`config.mk`:
```
export PLATFORM = sky130hd
export DESIGN_NAME = if_stage_flat
export DESIGN_NICKNAME = d
export VERILOG_FILES = /design/src/rtl/if_stage_if.sv /design/src/rtl/if_stage.sv /design/src/flat_wrapper.sv
export SDC_FILE = /design/constraint.sdc
export NUM_CORES = 1
export LEC_CHECK = 0
export ABC_CLOCK_PERIOD_IN_PS = 7400
export CAP_MARGIN = 10
export CORE_UTILIZATION = 50
export DETAILED_ROUTE_END_ITERATION = 6
export PLACE_DENSITY_LB_ADDON = 0.12
export SYNTH_ARGS = -nofsm -noshare
export SYNTH_HDL_FRONTEND = slang
export SYNTH_SLANG_ARGS = --single-unit
```
`constraint.sdc`:
```
create_clock -name Clk -period 7.4 [get_ports Clk]
set_input_delay 1.48 -clock Clk [delete_from_list [all_inputs] [get_ports Clk]]
set_output_delay 1.48 -clock Clk [all_outputs]
set_load 0.005 [all_outputs]
```
`src/rtl/if_stage_if.sv`:
```
// Bundle of the fetch stage's memory-side and decode-side signals.
// The fetch stage drives through the master modport; the instruction memory
// and the decode stage (or a bench standing in for them) use the slave modport.
interface if_stage_if;
    logic        Imem_Req;
    logic [31:0] Imem_Addr;
    logic        Imem_Rvalid;
    logic [31:0] Imem_Rdata;
    logic [31:0] Instr;
    logic [31:0] Instr_PC;
    logic        Instr_Valid;
    logic        Instr_Ready;
    logic        PC_sel;
    logic [31:0] Immed;

    modport master (
        output Imem_Req, Imem_Addr, Instr, Instr_PC, Instr_Valid,
        input  Imem_Rvalid, Imem_Rdata, Instr_Ready, PC_sel, Immed
    );

    modport slave (
        input  Imem_Req, Imem_Addr, Instr, Instr_PC, Instr_Valid,
        output Imem_Rvalid, Imem_Rdata, Instr_Ready, PC_sel, Immed
    );
endinterface

```
`src/rtl/if_stage.sv`:
```
// Instruction-fetch stage: holds the PC, keeps at most one word fetch in
// flight, buffers returned words in a 2-entry FIFO towards decode and
// redirects to PC+4+Immed on a taken branch, flushing wrong-path work.
module if_stage #(
    parameter logic [31:0] RESET_PC = 32'h0000_0000
) (
    input  logic        Clk,
    input  logic        Reset_n,
    if_stage_if.master  bus
);
    typedef enum logic [1:0] {IDLE, WAIT, DISCARD} state_t;

    state_t      state;
    logic [31:0] fetch_pc;
    logic [31:0] req_pc;
    logic [31:0] fifo_instr [2];
    logic [31:0] fifo_pc    [2];
    logic        rd_ptr;
    logic        wr_ptr;
    logic [1:0]  count;
    logic [1:0]  count_next;
    logic        pop;
    logic        redirect;
    logic        wr;
    logic        req;
    logic [31:0] target_pc;

    // Branch target, wrapping modulo 2^32 with no overflow indication.
    function automatic logic [31:0] branch_target(input logic [31:0] pc,
                                                  input logic [31:0] offset);
        return pc + 32'd4 + offset;
    endfunction

    assign bus.Instr_Valid = (count != 2'd0);
    assign bus.Instr       = fifo_instr[rd_ptr];
    assign bus.Instr_PC    = fifo_pc[rd_ptr];

    assign pop       = bus.Instr_Valid & bus.Instr_Ready;
    assign redirect  = pop & bus.PC_sel;
    assign wr        = (state == WAIT) & bus.Imem_Rvalid & ~redirect;
    assign target_pc = branch_target(bus.Instr_PC, bus.Immed);

    // Occupancy after this edge; a redirect empties the buffer outright.
    always_comb begin
        count_next = count;
        if (redirect)
            count_next = 2'd0;
        else
            count_next = count - {1'b0, pop} + {1'b0, wr};
    end

    // Only request when the memory port is free (or being freed by this
    // response) and the word will still fit alongside what is buffered.
    assign req = ~redirect
               & ((state == IDLE) | ((state == WAIT) & bus.Imem_Rvalid))
               & (count_next <= 2'd1);

    assign bus.Imem_Req  = req;
    assign bus.Imem_Addr = fetch_pc;

    // Fetch FSM and PC: advance on each issued request, jump on redirect.
    always_ff @(posedge Clk or negedge Reset_n) begin
        if (!Reset_n) begin
            state    <= IDLE;
            fetch_pc <= RESET_PC;
        end else begin
            if (redirect)
                fetch_pc <= target_pc;
            else if (req)
                fetch_pc <= fetch_pc + 32'd4;

            case (state)
                IDLE: begin
                    if (req)
                        state <= WAIT;
                end
                WAIT: begin
                    if (bus.Imem_Rvalid)
                        state <= req ? WAIT : IDLE;
                    else if (redirect)
                        state <= DISCARD;
                end
                DISCARD: begin
                    if (bus.Imem_Rvalid)
                        state <= IDLE;
                end
                default: state <= IDLE;
            endcase
        end
    end

    // Address of the request in flight, used to tag the returning word.
    always_ff @(posedge Clk) begin
        if (req)
            req_pc <= fetch_pc;
    end

    // Two-entry instruction buffer; entries clear on reset so decode sees zeros.
    always_ff @(posedge Clk or negedge Reset_n) begin
        if (!Reset_n) begin
            rd_ptr        <= 1'b0;
            wr_ptr        <= 1'b0;
            count         <= 2'd0;
            fifo_instr[0] <= '0;
            fifo_instr[1] <= '0;
            fifo_pc[0]    <= '0;
            fifo_pc[1]    <= '0;
        end else begin
            count <= count_next;
            if (redirect) begin
                rd_ptr <= 1'b0;
                wr_ptr <= 1'b0;
            end else begin
                if (pop)
                    rd_ptr <= ~rd_ptr;
                if (wr) begin
                    fifo_instr[wr_ptr] <= bus.Imem_Rdata;
                    fifo_pc[wr_ptr]    <= req_pc;
                    wr_ptr             <= ~wr_ptr;
                end
            end
        end
    end
endmodule
```
`src/flat_wrapper.sv`:
```
// flat-port wrapper written by rule: the top's interface ports become plain ports
module if_stage_flat 
#(
    parameter logic [31:0] RESET_PC = 32'h0000_0000
)
  (Clk, Reset_n, bus_Imem_Req, bus_Imem_Addr, bus_Instr, bus_Instr_PC, bus_Instr_Valid, bus_Imem_Rvalid, bus_Imem_Rdata, bus_Instr_Ready, bus_PC_sel, bus_Immed);
  if_stage_if bus_i ();
  input  logic Clk;
  input  logic Reset_n;
  output wire logic [$bits(bus_i.Imem_Req)-1:0] bus_Imem_Req;
  output wire logic [$bits(bus_i.Imem_Addr)-1:0] bus_Imem_Addr;
  output wire logic [$bits(bus_i.Instr)-1:0] bus_Instr;
  output wire logic [$bits(bus_i.Instr_PC)-1:0] bus_Instr_PC;
  output wire logic [$bits(bus_i.Instr_Valid)-1:0] bus_Instr_Valid;
  input wire logic [$bits(bus_i.Imem_Rvalid)-1:0] bus_Imem_Rvalid;
  input wire logic [$bits(bus_i.Imem_Rdata)-1:0] bus_Imem_Rdata;
  input wire logic [$bits(bus_i.Instr_Ready)-1:0] bus_Instr_Ready;
  input wire logic [$bits(bus_i.PC_sel)-1:0] bus_PC_sel;
  input wire logic [$bits(bus_i.Immed)-1:0] bus_Immed;
  assign bus_Imem_Req = bus_i.Imem_Req;
  assign bus_Imem_Addr = bus_i.Imem_Addr;
  assign bus_Instr = bus_i.Instr;
  assign bus_Instr_PC = bus_i.Instr_PC;
  assign bus_Instr_Valid = bus_i.Instr_Valid;
  assign bus_i.Imem_Rvalid = bus_Imem_Rvalid;
  assign bus_i.Imem_Rdata = bus_Imem_Rdata;
  assign bus_i.Instr_Ready = bus_Instr_Ready;
  assign bus_i.PC_sel = bus_PC_sel;
  assign bus_i.Immed = bus_Immed;
  if_stage #(.RESET_PC(RESET_PC)) u_core (.Clk(Clk), .Reset_n(Reset_n), .bus(bus_i));
endmodule
```
Word-level counts from Yosys, hierarchy flattened
Cells that the tools add are included.
{"block": "word_totals", "ff_bits": 198, "in_bits": 69, "wordCells": 67, "output_inout_bits": 98}
{"block": "classes", "bitwise_logic": 12, "magnitude_cmp": 4, "mux": 23, "n_addsub": 5, "eq_ne": 5, "n_reduce_logical": 8}
{"cell": "32-bit 2-to-1 mux", "count": 9}
{"cell": "64-bit bitwise mux", "count": 2}
{"cell": "32-bit by 3-bit adder with 32-bit output, second input constant", "count": 2}
{"cell": "32-bit adder", "count": 1}
{"cell": "32-bit demux with 1-bit select", "count": 1}
{"cell": "2-bit 2-to-1 mux", "count": 5}
{"cell": "2-bit nonzero test", "count": 4}
{"cell": "1-bit AND", "count": 6}
{"cell": "2-bit case mux with 3 select lines", "count": 1}
{"cell": "1-bit 2-to-1 mux", "count": 5}
{"cell": "2-bit greater-or-equal comparator, second input constant", "count": 2}
{"cell": "1-bit inverter with 2-bit output", "count": 2}
{"cell": "3-bit by 2-bit inequality test with 1-bit output, second input constant", "count": 1}
{"cell": "1-bit inverter", "count": 3}
{"cell": "3-bit AND reduction", "count": 1}
{"cell": "2-bit by 1-bit adder with 2-bit output", "count": 1}
{"cell": "2-bit by 1-bit equality test with 1-bit output, second input constant", "count": 1}
{"cell": "2-bit equality test, second input constant", "count": 1}
{"cell": "2-bit by 1-bit less-or-equal comparator with 1-bit output, second input constant", "count": 1}
{"cell": "2-bit zero test", "count": 1}
{"cell": "2-bit by 1-bit < comparator with 1-bit output, second input constant", "count": 1}
{"cell": "2-bit by 1-bit inequality test with 1-bit output, second input constant", "count": 1}
{"cell": "2-bit inequality test, second input constant", "count": 1}
{"cell": "2-bit AND reduction", "count": 1}
{"cell": "other kinds (3)", "count": 3}

Depth between registers and ports, before layout
Gate-level depths: netlist of run 1.
{"block": "logic_depth", "depth_word": 12, "depth_mapped": 15, "ltp_nobuf": 14}

Least setup slack after synthesis of run 1
No wires, ideal clock.
{"block": "synth_timing", "path_type": "input to output", "startpoint": "input port bus_Instr_Ready", "endpoint": "output port bus_Imem_Req", "n_path_buf": 0, "cell_stages": 8, "t_required_ns": 5.920, "t_arrival_ns": 3.203, "slack_ns": 2.717, "cell_sequence": "and2_1 ha_1 inv_1 ha_1 xor2_2 nor3_2 o21ai_2 inv_2"}
{"block": "synth_via", "elab_chain_len": 8, "elab_cells_between_ends": 10, "classes_between": "2 x add/sub; 1 x order compare; 1 x mux; 6 x bitwise"}
{"item": "start, declared", "line": "flat_wrapper.sv:17", "rtl": "input wire logic [$bits(bus_i.Instr_Ready)-1:0] bus_Instr_Ready;"}
{"item": "1-bit AND (*)", "line": "if_stage.sv:38", "rtl": "assign pop = bus.Instr_Valid & bus.Instr_Ready;"}
{"item": "branches (longest 6 deep; another with 2-bit by 1-bit subtractor with 2-bit output)"}
{"item": "1-bit AND (*)", "line": "if_stage.sv:56", "rtl": "& (count_next <= 2'd1);"}
{"item": "end, declared", "line": "flat_wrapper.sv:10", "rtl": "output wire logic [$bits(bus_i.Imem_Req)-1:0] bus_Imem_Req;"}
Mark *: on every way between the ends.

Worst setup path in the final report of run 1
{"block": "layout_timing", "startpoint": "input port bus_PC_sel", "endpoint": "output port bus_Imem_Req"}
{"block": "layout_via", "elab_chain_len": 7, "elab_cells_between_ends": 8, "classes_between": "1 x add/sub; 1 x order compare; 1 x mux; 5 x bitwise"}
{"item": "start, declared", "line": "flat_wrapper.sv:18", "rtl": "input wire logic [$bits(bus_i.PC_sel)-1:0] bus_PC_sel;"}
{"item": "1-bit AND (*)", "line": "if_stage.sv:39", "rtl": "assign redirect = pop & bus.PC_sel;"}
{"item": "1-bit inverter (no source line)"}
{"item": "1-bit AND", "line": "if_stage.sv:40", "rtl": "assign wr = (state == WAIT) & bus.Imem_Rvalid & ~redirect;"}
{"item": "2-bit by 1-bit adder with 2-bit output", "line": "if_stage.sv:49", "rtl": "count_next = count - {1'b0, pop} + {1'b0, wr};"}
{"item": "2-bit 2-to-1 mux", "line": "if_stage.sv:46", "rtl": "if (redirect)"}
{"item": "2-bit by 1-bit less-or-equal comparator with 1-bit output", "line": "if_stage.sv:56"}
{"item": "1-bit AND (*)", "line": "if_stage.sv:56"}
Every way passes the cells marked *; elsewhere a longest branch is shown, timed or not.

==> impl_metrics.env, run 1 <==
export IMPL_global_route_wire_length_before_repair_um=38300
export IMPL_postCtsSetupRepairBufs=0
export IMPL_die_h_um=148
export IMPL_post_route_drc_count=0
export IMPL_cp_data_required_time_ns=5.92
export IMPL_ff2ff_path_depth=12
export IMPL_route_antenna_remaining_nets=0
export IMPL_setup_worst_path_start_class="primary input"
export IMPL_min_to="u_core.req_pc[1]"
export IMPL_avgSynthCellArea_um2=12.1
export IMPL_relSlewSlack_pct=38.7
export IMPL_floorplan_initialDensity_pct=51.7
export IMPL_finalWeightedCongestion=0.847
export IMPL_rsz0062_at_grt="no"
export IMPL_finalSetupTns_ns=0
export IMPL_cts_htree_levels=4
export IMPL_power_leakage_nw=5.58
export IMPL_detailroute_via_count=7235
export IMPL_synth_cell_types=68
export IMPL_syn_num_nets=1015
export IMPL_syn_inst=881
export IMPL_timing_final_crit_period_ns=5.85
export IMPL_cellInternalPower_mw=4.16
export IMPL_drtIter0Drc=296
export IMPL_setup_viol=0
export IMPL_synthToLayoutAreaGrowth_pct=23.4
export IMPL_row_count=52
export IMPL_cts_root_to_sink_buffers=2
export IMPL_num_io_pins=167
export IMPL_first_global_vias=7489
export IMPL_fp_dieArea_um2=21800
export IMPL_post_cts_hold_buffer_count=0
export IMPL_final_cycle_utilization_of_the_critical_path_pct=79.0
export IMPL_switching_power_mw=2.52
export IMPL_drt_pass1_iterations=6
export IMPL_reg2reg_slack_ns=3.13
export IMPL_numCtsBuffers=17
export IMPL_grt_overflow=0
export IMPL_post_cts_resized=0
export IMPL_n_antenna_cell=0
export IMPL_design_core_area_um2=20600
export IMPL_final_nets=1172
export IMPL_synthDominantCellAreaShare_pct=39.1
export IMPL_reg_to_reg_critical_path_endpoint="u_core.bus.Imem_Addr[28]"
export IMPL_numPortBuffers=166
export IMPL_antenna_found_initial=0
export IMPL_total_standard_cell_area_after_synthesis_um2=10600
export IMPL_synth_area_leader_cell="sky130_fd_sc_hd__dfrtp_1"
export IMPL_crit_type="in2out"
export IMPL_final_hold_violation_count=0
export IMPL_p_comb_share_pct=54.6
export IMPL_viasPerCell=5.48
export IMPL_max_cap_violations=0
export IMPL_yosysWarningCount=0
export IMPL_fmaxAchievable_mhz=171
export IMPL_synth_seq_cells=198
export IMPL_hpwl_um=16200
export IMPL_power_density_nw_per_um2=509
export IMPL_global_route_usage_total_pct=22.5
export IMPL_p_seq_share_pct=31.5
export IMPL_wl_per_cell_um=17.7
export IMPL_synth_edf_count=32
export IMPL_max_slew_worst_pin_slew_ns=0.919
export IMPL_report_power_total_mw=6.68
export IMPL_vdd_ir_drop_worst_mv=0.226
export IMPL_hold_class="reg2reg"
export IMPL_synth_flop_cell="sky130_fd_sc_hd__dfrtp_1"
export IMPL_final_max_slew_violation_count=0
export IMPL_clock_skew_ns=0.0106
export IMPL_wp_data_arrival_ns=4.37
export IMPL_grt_start_max_net_pins=99
export IMPL_switch_share_pct=37.7
export IMPL_critical_path_startpoint="bus_PC_sel"
export IMPL_insertion_delay_ns=0.44
export IMPL_yosys_top_cells_area="sky130_fd_sc_hd__dfrtp_1 (39%), sky130_fd_sc_hd__mux2_2 (20%), sky130_fd_sc_hd__edfxtp_1 (9.0%)"
export IMPL_hp_start="u_core.bus.Imem_Addr[1]"
export IMPL_cts_reportedPaths_clkPinSlew_ns=0.07
export IMPL_worstPathMaxFanout=31
export IMPL_min_delay_path_depth=0
export IMPL_dpl_worst_slack_ns=1.56
export IMPL_critical_path_endpoint_type="primary output"
export IMPL_postSynth_asyncResetShare_pct=83.8
export IMPL_synth_sequential_area_ratio_pct=48.1
export IMPL_finalHoldWorstSlack_ns=0.491
export IMPL_postRouteWirelength_um=23300
export IMPL_run_status="finished, final reports clean"
export IMPL_die_w_um=148
export IMPL_share_clk_of_total_power_pct=13.9
export IMPL_cts_tree="built"
export IMPL_post_route_worst_setup_slack_ns=1.55
export IMPL_cts_root_buffer="sky130_fd_sc_hd__clkbuf_16"
export IMPL_layout_drive_gt1_share_pct=23.9
export IMPL_clock_sinks=198
export IMPL_rr_startpoint="u_core.rd_ptr"
-- stage by stage --
| stage | cell area, µm² | cells | util, % |
|---|---|---|---|
| floorplan | 10600 | 881 | - |
| global placement | 12500 | 1289 | 60.9 |
| detailed placement | 12500 | 1289 | 60.9 |
| CTS | 13100 | 1321 | 63.8 |
| global route | 13100 | 1321 | 63.8 |
| finish | 13100 | 1321 | 63.8 |
-- layout by cell type, fill, tap and decap left out, types with 24 or more instances in the layout --
| cell type | n |
|---|---|
| sky130_fd_sc_hd__nand2_1 | 61 |
| sky130_fd_sc_hd__xor2_1 | 24 |
| sky130_fd_sc_hd__ha_1 | 64 |
| sky130_fd_sc_hd__nand3_1 | 25 |
| sky130_fd_sc_hd__o21ai_0 | 31 |
| sky130_fd_sc_hd__edfxtp_1 | 32 |
| sky130_fd_sc_hd__mux2_2 | 188 |
| sky130_fd_sc_hd__a21oi_1 | 43 |
| sky130_fd_sc_hd__clkdlybuf4s50_1 | 165 |
| sky130_fd_sc_hd__dfrtp_1 | 165 |
| sky130_fd_sc_hd__nor2_1 | 29 |
| sky130_fd_sc_hd__xnor2_1 | 27 |
-- critical path, cell delays in order --
cell,delay (ns)
sky130_fd_sc_hd__clkdlybuf4s50_1,0.51
sky130_fd_sc_hd__nand2_1,0.10
sky130_fd_sc_hd__and2b_4,0.52
sky130_fd_sc_hd__nor2_1,0.14
sky130_fd_sc_hd__ha_1,0.24
sky130_fd_sc_hd__xor2_2,0.30
sky130_fd_sc_hd__nor3_2,0.11
sky130_fd_sc_hd__o21ai_2,0.37
sky130_fd_sc_hd__inv_2,0.13
sky130_fd_sc_hd__clkdlybuf4s50_1,0.47
-- state kept, by name, indices dropped and copies added, names as in the netlist --
name                  cells
u_core.count              2
u_core.fifo_pc           64
u_core.req_pc            32
u_core.fifo_instr        64
u_core.state              2
u_core.wr_ptr             1
u_core.rd_ptr             1
u_core.bus.Imem_Addr     32
-- synth_stat cells (13+ instances only) --
cell	n
sky130_fd_sc_hd__a21o_1	17
sky130_fd_sc_hd__a21oi_1	43
sky130_fd_sc_hd__buf_2	13
sky130_fd_sc_hd__clkbuf_1	15
sky130_fd_sc_hd__dfrtp_1	166
sky130_fd_sc_hd__edfxtp_1	32
sky130_fd_sc_hd__ha_1	64
sky130_fd_sc_hd__inv_1	17
sky130_fd_sc_hd__mux2_2	188
sky130_fd_sc_hd__nand2_1	62
sky130_fd_sc_hd__nand3_1	25
sky130_fd_sc_hd__nor2_1	29
sky130_fd_sc_hd__o21ai_0	31
sky130_fd_sc_hd__xnor2_1	27
sky130_fd_sc_hd__xor2_1	24
-- layout make-up --
class | count | area (µm²)
clock buffer | 18 | 429
clock inverter | 14 | 156
fill | 1676 | 7450
inverter | 18 | 67.6
multi-input combinational | 631 | 5300
sequential | 198 | 5120
tap | 270 | 338
timing repair buffer | 172 | 1710
-- how the worst max path moves through the flow --
| stage | to | slack (ns) | cells past startpoint |
|---|---|---|---|
| 6_report | bus_Imem_Req | 1.55 | 10 |
| 3_3_place_gp | bus_Imem_Req | 1.63 | 10 |
| 2_1_floorplan | bus_Imem_Req | 2.72 | 8 |
| 3_5_place_dp | bus_Imem_Req | 1.56 | 10 |
| 5_1_grt | bus_Imem_Req | 1.36 | 10 |
| 4_1_cts | bus_Imem_Req | 1.54 | 10 |
-- power groups by stage --
| stage | combinational, mW | clock (mW) | sequential (mW) |
|---|---|---|---|
| floorplan | 2.42 | 0 | 1.97 |
| global placement | 3.62 | 0 | 2.10 |
| detailed placement | 3.65 | 0 | 2.12 |
| CTS | 3.68 | 0.958 | 2.11 |
| global route | 4.04 | 0.995 | 2.18 |
| finish | 3.65 | 0.928 | 2.10 |
-- kinds of logic (layout without fill, tap and decap cells) --
group / after synthesis / in the layout / synth area share, %
xor+xnor: 53 / 53 / 4.51
compound gates: 139 / 139 / 8.39
simple gates: 180 / 180 / 8.69
fa+ha+maj: 65 / 65 / 7.72
buf+inv: 52 / 222 / 2.06
flops: 198 / 198 / 48.1
mux: 194 / 194 / 20.5
-- metal layers --
metal	up-vias	track usage, %	part of all wire (%)
met5	-	0	0
li1	3508	-	-
met2	154	37.6	48
met3	18	3.83	4.3
met4	0	6.80	1.1
met1	3555	30.0	47
No activity file was read; power rests on OpenSTA's default activity.
==> inputs of run 2 (changes only) <==
--- a/config.mk
+++ b/config.mk
@@ -5,9 +5,9 @@
 export SDC_FILE = /design/constraint.sdc
 export NUM_CORES = 1
 export LEC_CHECK = 0
-export ABC_CLOCK_PERIOD_IN_PS = 7400
+export ABC_CLOCK_PERIOD_IN_PS = 5000
 export CAP_MARGIN = 10
-export CORE_UTILIZATION = 50
+export CORE_UTILIZATION = 49
 export DETAILED_ROUTE_END_ITERATION = 6
 export PLACE_DENSITY_LB_ADDON = 0.12
 export SYNTH_ARGS = -nofsm -noshare
==> constraint.sdc (replaced) <==
create_clock -name Clk -period 5 [get_ports Clk]
set_input_delay 1 -clock Clk [delete_from_list [all_inputs] [get_ports Clk]]
set_output_delay 1 -clock Clk [all_outputs]
set_load 0.005 [all_outputs]
==> run 2 against run 1 <==
  * Routed wire length rose by 2.8%
  * First-iteration DRC count is 15% lower
  * Register-to-register slack worse by 2.0 ns
  * Combinational power increased by 50%
  * Critical path depth is the same
  * Sequential share of layout area down 0.25 points
  * Largest cell class unchanged
  * Clock skew is 0.0043 ns higher
  * Sequential power is 47% higher
  * Core utilization fell by 1.4 points
==> impl_metrics.env, run 2 (synthesized netlist as in run 1, its figures left out) <==
export IMPL_top_regs="u_core.fifo_instr: 64 flops, u_core.fifo_pc: 64 flops"
export IMPL_first_global_vias=7570
export IMPL_max_cap_violations=0
export IMPL_most_used_cells_in_the_layout_excluding_fill_and_tap_cells="sky130_fd_sc_hd__mux2_2 (188), sky130_fd_sc_hd__clkdlybuf4s50_1 (165), sky130_fd_sc_hd__dfrtp_1 (165)"
export IMPL_max_slew_worst_pin_slew_ns=0.897
export IMPL_post_route_drc_count=0
export IMPL_post_cts_resized=0
export IMPL_wp_data_arrival_ns=3.37
export IMPL_detailroute_via_count=7293
export IMPL_fmaxAchievable_mhz=229
export IMPL_cts_tree="built"
export IMPL_final_cycle_utilization_of_the_critical_path_pct=87.5
export IMPL_hold_class="reg2reg"
export IMPL_drtIter0Drc=252
export IMPL_power_leakage_nw=5.62
export IMPL_row_count=53
export IMPL_postCtsSetupRepairBufs=0
export IMPL_design_core_area_um2=21200
export IMPL_drt_pass1_iterations=4
export IMPL_worstPathMaxFanout=5
export IMPL_relSlewSlack_pct=40.0
export IMPL_stdcell_count=1331
export IMPL_crit_type="in2out"
export IMPL_timing_final_crit_period_ns=4.37
export IMPL_floorplan_initialDensity_pct=50.3
export IMPL_finalHoldWorstSlack_ns=0.481
export IMPL_dp_cells=1299
export IMPL_numCtsBuffers=17
export IMPL_finalSetupTns_ns=0
export IMPL_insertion_delay_ns=0.44
export IMPL_setup_worst_path_start_class="primary input"
export IMPL_cts_root_buffer="sky130_fd_sc_hd__clkbuf_16"
export IMPL_run_status="finished, final reports clean"
export IMPL_finalWeightedCongestion=0.861
export IMPL_setup_viol=0
export IMPL_final_nets=1177
export IMPL_hpwl_um=16700
export IMPL_layout_cells_most_common="sky130_fd_sc_hd__mux2_2"
export IMPL_global_route_usage_total_pct=22.6
export IMPL_post_cts_hold_buffer_count=0
export IMPL_n_antenna_cell=0
export IMPL_final_hold_violation_count=0
export IMPL_postRouteWirelength_um=24000
export IMPL_final_max_slew_violation_count=0
export IMPL_vdd_ir_drop_worst_mv=0.577
export IMPL_layout_drive_gt1_share_pct=24.3
export IMPL_power_density_nw_per_um2=753
export IMPL_critical_path_endpoint_type="primary output"
export IMPL_die_w_um=149
export IMPL_report_power_total_mw=9.93
export IMPL_die_h_um=149
export IMPL_clock_sinks=198
export IMPL_numPortBuffers=166
export IMPL_antenna_found_initial=0
export IMPL_route_antenna_remaining_nets=0
export IMPL_cp_data_required_time_ns=4.00
export IMPL_grt_overflow=0
export IMPL_clock_skew_ns=0.0149
export IMPL_cts_root_to_sink_buffers=2
export IMPL_num_io_pins=167
export IMPL_cts_reportedPaths_clkPinSlew_ns=0.07
export IMPL_wl_per_cell_um=18.0
export IMPL_viasPerCell=5.48
export IMPL_global_route_wire_length_before_repair_um=39000
export IMPL_cts_htree_levels=4
export IMPL_grt_start_max_net_pins=92
export IMPL_synthToLayoutAreaGrowth_pct=24.2
export IMPL_fp_dieArea_um2=22300
export IMPL_rsz0062_at_grt="no"
[run 2: layout make-up]
type	count	area (µm²)
inverter	18	67.6
multi-input combinational	631	5300
sequential	198	5120
tap	275	344
timing repair buffer	177	1770
clock buffer	17	425
fill	1733	7960
clock inverter	15	175
[run 2: routing by layer]
| layer | up-vias | part of all wire, % | global-route usage, % |
|---|---|---|---|
| met5 | - | 0 | 0 |
| met4 | 0 | 1.7 | 6.58 |
| met3 | 29 | 4.6 | 3.58 |
| met2 | 169 | 48 | 38.2 |
| met1 | 3585 | 45 | 29.8 |
| li1 | 3510 | - | - |
[run 2: per-stage QoR]
stage          area, µm²  utilization [%]  setup slack, ns
2_1_floorplan      10600                -             1.28
3_5_place_dp       12600             59.5            0.615
6_report           13200             62.4            0.626
3_3_place_gp       12600             59.5            0.630
5_1_grt            13200             62.4            0.428
4_1_cts            13200             62.4            0.596
[run 2: path summary, 6_finish.rpt]
| path | to | slack (ns) | from | depth (start not counted) |
|---|---|---|---|---|
| min reg2reg | u_core.req_pc[1] | 0.48 | u_core.bus.Imem_Addr[1] | 0 |
| min in group asynchronous | u_core.fifo_instr[7] | 0.65 | Reset_n | 1 |
| max | bus_Imem_Req | 0.63 | bus_PC_sel | 10 |
| min | u_core.req_pc[1] | 0.48 | u_core.bus.Imem_Addr[1] | 0 |
| max reg2reg | u_core.bus.Imem_Addr[25] | 1.10 | u_core.rd_ptr | 13 |
| max in group asynchronous | u_core.fifo_instr[58] | 3.24 | Reset_n | 2 |
[run 2: worst max-delay path, cell delays in order]
cell and delay [ns]:
sky130_fd_sc_hd__clkdlybuf4s50_1 0.52, sky130_fd_sc_hd__nand2_1 0.10, sky130_fd_sc_hd__and2b_4 0.26, sky130_fd_sc_hd__nor2_1 0.06, sky130_fd_sc_hd__ha_1 0.22, sky130_fd_sc_hd__xor2_2 0.21
sky130_fd_sc_hd__nor3_2 0.28, sky130_fd_sc_hd__o21ai_2 0.11, sky130_fd_sc_hd__inv_2 0.11, sky130_fd_sc_hd__clkdlybuf4s50_1 0.51
[run 2: power by group]
group	internal [mW]	switching, mW	total [mW]	leakage, nW
clock	0.680	0.702	1.38	0.294
sequential	2.54	0.551	3.09	2.28
combinational	2.94	2.52	5.46	3.04
total	6.16	3.78	9.93	5.62
